`src/rtl/div_share_arbiter.sv`:
```
// Round-robin front end that shares one iterative divide core among NUM_REQ requesters.
// Zero divisors are answered locally; a watchdog bounds the wait for the core.
module div_share_arbiter #(
   parameter int NUM_REQ = 4,
   parameter int WIDTH   = 16,
   parameter int TIMEOUT = 40,
   localparam int IDW    = (NUM_REQ > 1) ? $clog2(NUM_REQ) : 1
) (
   input  logic                     clk,
   input  logic                     rst,
   input  logic [NUM_REQ-1:0]       req_valid,
   output logic [NUM_REQ-1:0]       req_ready,
   input  logic [NUM_REQ*WIDTH-1:0] req_dividend,
   input  logic [NUM_REQ*WIDTH-1:0] req_divisor,
   output logic                     div_start,
   output logic [WIDTH-1:0]         div_dividend,
   output logic [WIDTH-1:0]         div_divisor,
   input  logic                     div_done,
   input  logic [WIDTH-1:0]         div_quotient,
   input  logic [WIDTH-1:0]         div_remainder,
   output logic                     rsp_valid,
   input  logic                     rsp_ready,
   output logic [IDW-1:0]           rsp_id,
   output logic [WIDTH-1:0]         rsp_quotient,
   output logic [WIDTH-1:0]         rsp_remainder,
   output logic                     rsp_dbz,
   output logic                     rsp_err,
   output logic                     busy
);

   localparam int CW = $clog2(TIMEOUT + 1);
   localparam logic [CW-1:0] TO_LAST = CW'(TIMEOUT - 1);

   typedef enum logic [1:0] {
      S_IDLE,
      S_ISSUE,
      S_WAIT,
      S_RESP
   } state_t;

   state_t           state_q,  state_d;
   logic [IDW-1:0]   rr_ptr_q, rr_ptr_d;
   logic [CW-1:0]    cnt_q,    cnt_d;
   logic [WIDTH-1:0] opa_q,    opa_d;
   logic [WIDTH-1:0] opb_q,    opb_d;
   logic [IDW-1:0]   id_q,     id_d;
   logic [WIDTH-1:0] quot_q,   quot_d;
   logic [WIDTH-1:0] rem_q,    rem_d;
   logic             dbz_q,    dbz_d;
   logic             err_q,    err_d;

   logic             grant_vld;
   logic [IDW-1:0]   grant_idx;
   logic [WIDTH-1:0] grant_a;
   logic [WIDTH-1:0] grant_b;
   logic [IDW-1:0]   grant_next;

   function automatic logic [IDW-1:0] rr_index(input logic [IDW-1:0] base, input int k);
      int sum;
      sum = int'(base) + k;
      if (sum >= NUM_REQ) sum = sum - NUM_REQ;
      return IDW'(sum);
   endfunction

   // Walk candidates from farthest to nearest so the nearest valid one wins.
   always_comb begin
      grant_vld = 1'b0;
      grant_idx = '0;
      for (int k = NUM_REQ - 1; k >= 0; k--) begin
         if (req_valid[rr_index(rr_ptr_q, k)]) begin
            grant_vld = 1'b1;
            grant_idx = rr_index(rr_ptr_q, k);
         end
      end
   end

   assign grant_a    = req_dividend[grant_idx*WIDTH +: WIDTH];
   assign grant_b    = req_divisor[grant_idx*WIDTH +: WIDTH];
   assign grant_next = (grant_idx == IDW'(NUM_REQ - 1)) ? '0 : grant_idx + IDW'(1);

   always_comb begin
      state_d   = state_q;
      rr_ptr_d  = rr_ptr_q;
      cnt_d     = cnt_q;
      opa_d     = opa_q;
      opb_d     = opb_q;
      id_d      = id_q;
      quot_d    = quot_q;
      rem_d     = rem_q;
      dbz_d     = dbz_q;
      err_d     = err_q;
      req_ready = '0;
      div_start = 1'b0;

      unique case (state_q)
         S_IDLE: begin
            if (grant_vld) begin
               req_ready[grant_idx] = 1'b1;
               rr_ptr_d = grant_next;
               id_d     = grant_idx;
               opa_d    = grant_a;
               opb_d    = grant_b;
               err_d    = 1'b0;
               if (grant_b == '0) begin
                  quot_d  = '1;
                  rem_d   = grant_a;
                  dbz_d   = 1'b1;
                  state_d = S_RESP;
               end else begin
                  dbz_d   = 1'b0;
                  state_d = S_ISSUE;
               end
            end
         end
         S_ISSUE: begin
            div_start = 1'b1;
            cnt_d     = '0;
            state_d   = S_WAIT;
         end
         S_WAIT: begin
            cnt_d = cnt_q + CW'(1);
            // A completion in the last watchdog cycle still counts as success.
            if (div_done) begin
               quot_d  = div_quotient;
               rem_d   = div_remainder;
               state_d = S_RESP;
            end else if (cnt_q == TO_LAST) begin
               quot_d  = '0;
               rem_d   = '0;
               err_d   = 1'b1;
               state_d = S_RESP;
            end
         end
         S_RESP: begin
            if (rsp_ready) state_d = S_IDLE;
         end
         default: state_d = S_IDLE;
      endcase
   end

   always_ff @(posedge clk) begin
      if (rst) begin
         state_q  <= S_IDLE;
         rr_ptr_q <= '0;
         cnt_q    <= '0;
         opa_q    <= '0;
         opb_q    <= '0;
         id_q     <= '0;
         quot_q   <= '0;
         rem_q    <= '0;
         dbz_q    <= 1'b0;
         err_q    <= 1'b0;
      end else begin
         state_q  <= state_d;
         rr_ptr_q <= rr_ptr_d;
         cnt_q    <= cnt_d;
         opa_q    <= opa_d;
         opb_q    <= opb_d;
         id_q     <= id_d;
         quot_q   <= quot_d;
         rem_q    <= rem_d;
         dbz_q    <= dbz_d;
         err_q    <= err_d;
      end
   end

   assign div_dividend  = opa_q;
   assign div_divisor   = opb_q;
   assign rsp_valid     = (state_q == S_RESP);
   assign rsp_id        = id_q;
   assign rsp_quotient  = quot_q;
   assign rsp_remainder = rem_q;
   assign rsp_dbz       = dbz_q;
   assign rsp_err       = err_q;
   assign busy          = (state_q != S_IDLE);

endmodule

```
`config.mk`:
```
export PLATFORM = sky130hd
export DESIGN_NAME = div_share_arbiter
export DESIGN_NICKNAME = d
export VERILOG_FILES = /design/src/rtl/div_share_arbiter.sv
export SDC_FILE = /design/constraint.sdc
export NUM_CORES = 1
export LEC_CHECK = 0
export BUFFER_PORTS_ARGS = -buffer_cell sky130_fd_sc_hd__buf_2
export CAP_MARGIN = 10
export CORE_UTILIZATION = 40
export DETAILED_ROUTE_END_ITERATION = 7
export PLACE_DENSITY = 0.72
export SYNTH_ARGS = -nofsm -noshare
export SYNTH_HDL_FRONTEND = slang
export SYNTH_SLANG_ARGS = --single-unit
export TNS_END_PERCENT = 1
```
`constraint.sdc`:
```
create_clock -name clk -period 6.7 [get_ports clk]
set_clock_uncertainty 0.05 [all_clocks]
set_input_delay 0.335 -clock clk [delete_from_list [all_inputs] [get_ports clk]]
set_output_delay 0.335 -clock clk [all_outputs]
set_load 0.03 [all_outputs]
```
=== Yosys cells after proc, flatten, opt, wreduce, memory -nomap -nowiden ===
Index checks and enable logic that the tools add are counted.

* Logic and storage cells: 99
* Bits in writable memories: 0
* Memories kept: 0
* Output and inout bits: 75
* Register bits after elaboration: 78
* Bits of input ports: 168
* ROM bits: 0
* Latch bits: 0

* Shift operators: 2
* Reductions and logical operators: 10
* Magnitude comparators: 10
* $add $sub $neg: 9
* Bitwise operators: 0
* Multiplexer cells: 47
* Div/mod/pow operators: 0
* Multipliers: 0
* Eq/ne operators: 11

{| class="wikitable"
|+ Operator list
! operator !! count
|-
| $shiftx A64 B7 Y16 || 2
|-
| $mux W16 || 7
|-
| $pmux W16 S2 || 2
|-
| $mux W2 || 14
|-
| $logic_not A16 Y1 || 1
|-
| $lt A2 B3 Y1 const B || 5
|-
| $mux W1 || 14
|-
| $pmux W6 S2 || 1
|-
| $ge A3 B3 Y1 const B || 3
|-
| $bmux W1 S2 || 4
|-
| $mux W4 || 2
|-
| $ne A2 B2 Y1 const B || 4
|-
| $pmux W2 S4 || 1
|-
| $reduce_and A4 Y1 || 2
|-
| $sub A2 B1 Y2 const B || 4
|-
| $add A2 B2 Y3 const B || 2
|-
| $add A6 B1 Y6 const B || 1
|-
| $eq A2 B2 Y1 const B || 3
|-
| $eq A6 B6 Y1 const B || 1
|-
| $reduce_bool A2 Y1 || 3
|-
| $add A2 B1 Y3 const B || 1
|-
| $ge A2 B3 Y1 const B || 1
|-
| $ne A3 B3 Y1 const B || 1
|-
| $reduce_and A3 Y1 || 1
|-
| 9 further kinds || 9
|}

=== Longest topological paths before layout ===
* Depth in word-level cells: 15
* Depth in mapped cells: 13
* Mapped depth without buffers: 9

=== Worst setup path after synthesis ===
OpenSTA, ideal clock, no wires.

* Kind: register to register
* From: register rr_ptr_q[1]
* To: register quot_q[10] (netlist: rsp_quotient[10])
* Setup slack: 3989 ps
* Cell stages (with the launch flop): 13
* Library setup time: 122 ps
* Arrival: 2539 ps
* Clock period less this slack: 2711 ps
* Data required time: 6528 ps
* Path buffers: 3
* Path through: dfxtp_1 > a21oi_1 > o21a_1 > o22a_1 > buf_2 > buf_6 > mux2i_1 > mux2_2 > nand4_1 > nor4_4 > nor3_2 > buf_6 > o32a_1

* Longest elaborated chain between the ends: 13

{| class="wikitable"
|+ Ends and longest elaborated chain
! element !! RTL line !! text
|-
| start, declared || 42 || <nowiki>logic [IDW-1:0] rr_ptr_q, rr_ptr_d;</nowiki>
|-
| start signal, assigned || 155 || <nowiki>rr_ptr_q <= rr_ptr_d;</nowiki>
|-
| $add A2 B2 Y3 || 60 || <nowiki>sum = int'(base) + k;</nowiki>
|-
| $ge A3 B3 Y1 or $sub A2 B1 Y2 (tied branches) || 61 || <nowiki>if (sum >= NUM_REQ) sum = sum - NUM_REQ;</nowiki>
|-
| $mux W2 || 61 ||
|-
| $bmux W1 S2 || 70 || <nowiki>if (req_valid[rr_index(rr_ptr_q, k)]) begin</nowiki>
|-
| $mux W1 (implied by the code) || 70 ||
|-
| $mux W2 (4 in a row) || 70 ||
|-
| $shiftx A64 B7 Y16 || 78 || <nowiki>assign grant_b = req_divisor[grant_idx*WIDTH +: WIDTH];</nowiki>
|-
| $logic_not A16 Y1 || 104 || <nowiki>if (grant_b == '0) begin</nowiki>
|-
| $ne A2 B2 Y1 (no line) || n/a ||
|-
| $reduce_and A4 Y1 (no line) * || n/a ||
|-
| end signal, assigned || 160 || <nowiki>quot_q <= quot_d;</nowiki>
|-
| end, declared || 47 || <nowiki>logic [WIDTH-1:0] quot_q, quot_d;</nowiki>
|}

Every way passes the cells marked *; elsewhere a longest branch is shown, timed or not. The select of a mux whose other input is x is not followed.
A chain may end at the register's enable or synchronous reset.

=== Worst setup path in the final report ===
* From: register rr_ptr_q[1]
* To: register quot_q[2] (netlist: rsp_quotient[2])

The elaborated chain is that of the path after synthesis.

==> run metrics <==
leakage power=2.82 nW; Die Wd=around 110 microns; pin count of the biggest net entering global routing=76; # rows=39; sequential area share after synthesis=0.336; Setup WS post-layout=approximately 3.0 ns; crit path time final=approximately 3.7 ns; setup TNS=0 ns; Detailed Route Iter0 Violations=~320; Starting Density=0.409; clock root buffer=clkbuf_16; PwrDens=between 400 and 500 nW/um^2; arrival time of the worst setup path=slightly below 4 ns; gr usage total=0.239; Routed WL=roughly 15,000 microns; IO Pins=roughly 240; Vias=5,055; FF+latch count, synth=78; Synth top area share=0.336; endpoints failing setup=0; CTS Buf Count=9; Multi-input gate area=2830 sq um; CP Launch Type=flop; Max Cap Viol=0; worst hold path stage count=3; worst reg2reg path depth=10; Avg Inst Size Synth=8.10 sq um; Final Max Tran Viols=0; clk buf depth=2; total gr overflow=0; ANT cells=0; hold-fix buffer count after cts=0; max frequency=268 MHz; H-tree depth=3; post-cts resize count=0; final net count=about 960; Mapped Area=about 4700 sq um; distinct cell type count after synthesis=39; WS Path Type=flop to flop; share of cells above drive strength 1=0.384; Core ar.=around 11,000 sq um; synthesized instance count=574; status=completed; Final ANT Viol Nets=0; die area=12,100 sq um; first-pass GRT wire length=approximately 22,000 microns; final worst path period share=0.557; initial antenna violation count=0; crit end category=flop; Yosys warning total=0; register area=between 1500 and 2000 sq um; vias in the first global route=about 4.5k; Tightest Hold Check Type=input port to flop; dpl cells=910; Synth Net Count=751; worst skew pair latency=~0.33 ns; Port Buffers=~240; WP data required=about 6.9 ns; Synth area leader=dfxtp_1; HPWL Detailed=approximately 11,000 microns; relative slew slack=0.202; buffer count from post-CTS setup fixing=0; RSZ-0062 raised after global routing=no; Worst-Margin Slew=around 1.2 ns; Hold Fails Final Rpt=0; Via density=between 5 and 6; DR pass1 iterations=5; Sink Count=a little under 80; maximum vdd drop=0.000265 V; gpl congestion=~0.95; CTS tree=done; Synth area leaders=dfxtp_1, mux2i_1, mux2_2; drt wl/cell=around 16 microns; synthesis-to-finish area growth=33.0%; Non-Filler Instances=927; dpl ws=around 2.8 ns; die height=around 110 microns; DRC viols=0; Fill cells=between 1k and 1.5k; CTS clock-pin slew for the worst setup and hold paths=roughly 0.060 ns; peak fanout along the critical path=42
cell families (layout without fill, tap and decap cells):
group,after synthesis,count (layout),synth area share
xor+xnor,5,5,0.00941
compound gates,134,134,0.185
mux,82,82,0.185
buf+inv,62,272,0.0581
flops,78,78,0.336
fa+ha+maj,9,9,0.0242
simple gates,204,204,0.203
worst max-delay path: stages (launching register included):
cell     delay [ns]
dfxtp_1        0.44
mux2i_1        0.21
nor2_1         0.08
nor3_4         0.46
buf_4          0.46
mux2_2         0.40
nand4_1        0.19
nor4_4         0.07
buf_4          0.24
nor3_2         0.75
o32a_1         0.29
registers in the layout, summed over array words and instances, names as in the netlist:
name / flops
div_dividend: 16
cnt_q: 6
rsp_remainder: 16
rsp_id: 2
state_q: 2
rr_ptr_q: 2
div_divisor: 16
rsp_err: 1
rsp_quotient: 16
rsp_dbz: 1
cells in the mapped netlist (all sizes together):
library cell / count
nor2: 92
dfxtp: 78
mux2i: 50
nand2: 44
a21oi: 43
o21ai: 34
clkbuf: 33
mux2: 32
nand3: 32
buf: 21
a31oi: 16
a32oi: 16
nand3b: 16
o32a: 16
ha: 9
inv: 8
nand4: 7
and2: 5
xor2: 4
a211oi: 3
nor3: 3
nor4: 2
a21o: 1
a221oi: 1
a22oi: 1
and3: 1
nand2b: 1
nor3b: 1
o21a: 1
o21ba: 1
o22a: 1
xnor2: 1
per-stage QoR:
| stage | util | hold WS [ns] | power (mW) | instance area (sq um) |
|---|---|---|---|---|
| 5_1_grt | 0.544 | 0.292 | 3.04 | 6190 |
| 6_report | 0.544 | 0.294 | 2.84 | 6190 |
| 4_1_cts | 0.544 | 0.278 | 2.85 | 6180 |
| 3_5_place_dp | 0.515 | 0.413 | 2.31 | 5850 |
| 2_1_floorplan | - | 0.430 | 1.91 | 4650 |
| 3_3_place_gp | 0.515 | 0.397 | 2.27 | 5850 |
layout make-up:
| class | instances | share of cell area |
|---|---|---|
| inverter | 8 | 0.00485 |
| multi-input combinational | 434 | 0.458 |
| sequential | 78 | 0.252 |
| clock inverter | 7 | 0.0170 |
| clock buffer | 9 | 0.0364 |
| timing repair buffer | 248 | 0.203 |
| tap | 143 | 0.0289 |
worst paths after layout:
check / slack, ns / to / startpoint
hold / removal: 0.29 / rsp_remainder[7] / div_remainder[7]
hold reg to reg: 0.42 / rsp_id[0] / rsp_id[0]
setup / recovery: 2.97 / rsp_quotient[2] / rr_ptr_q[1]
setup reg to reg: 2.97 / rsp_quotient[2] / rr_ptr_q[1]
cells in the final DEF (no fill, tap or decap), types with 2 or more instances in the layout:
| master | synthesis | final |
|---|---|---|
| bufinv_16 | 0 | 2 |
| mux2i_1 | 50 | 50 |
| nand3b_1 | 16 | 16 |
| inv_1 | 8 | 8 |
| mux2_2 | 32 | 32 |
| nand3_1 | 32 | 32 |
| a32oi_1 | 16 | 16 |
| clkbuf_16 | 0 | 9 |
| and2_1 | 5 | 5 |
| buf_4 | 2 | 6 |
| nand4_1 | 7 | 7 |
| a211oi_1 | 3 | 3 |
| a21oi_1 | 43 | 43 |
| ha_1 | 9 | 9 |
| o21ai_0 | 33 | 33 |
| a31oi_1 | 16 | 16 |
| xor2_1 | 4 | 4 |
| dfxtp_1 | 78 | 78 |
| buf_2 | 6 | 242 |
| nor2_1 | 92 | 92 |
| nand2_1 | 44 | 44 |
| inv_6 | 0 | 2 |
| o32a_1 | 16 | 16 |
per-layer routing:
| metal | up-vias | GRT usage | part of all wire |
|---|---|---|---|
| li1 | 2470 | - | - |
| met1 | 2271 | 0.298 | 0.41 |
| met2 | 280 | 0.393 | 0.47 |
| met3 | 34 | 0.0605 | 0.093 |
| met4 | 0 | 0.0933 | 0.024 |
| met5 | - | 0 | 0 |
where the power goes:
group / internal [mW] / switching [mW]
logic: 0.544 / 1.05
registers: 0.622 / 0.0896
clock network: 0.332 / 0.207
(Power assumes the default switching activity.)
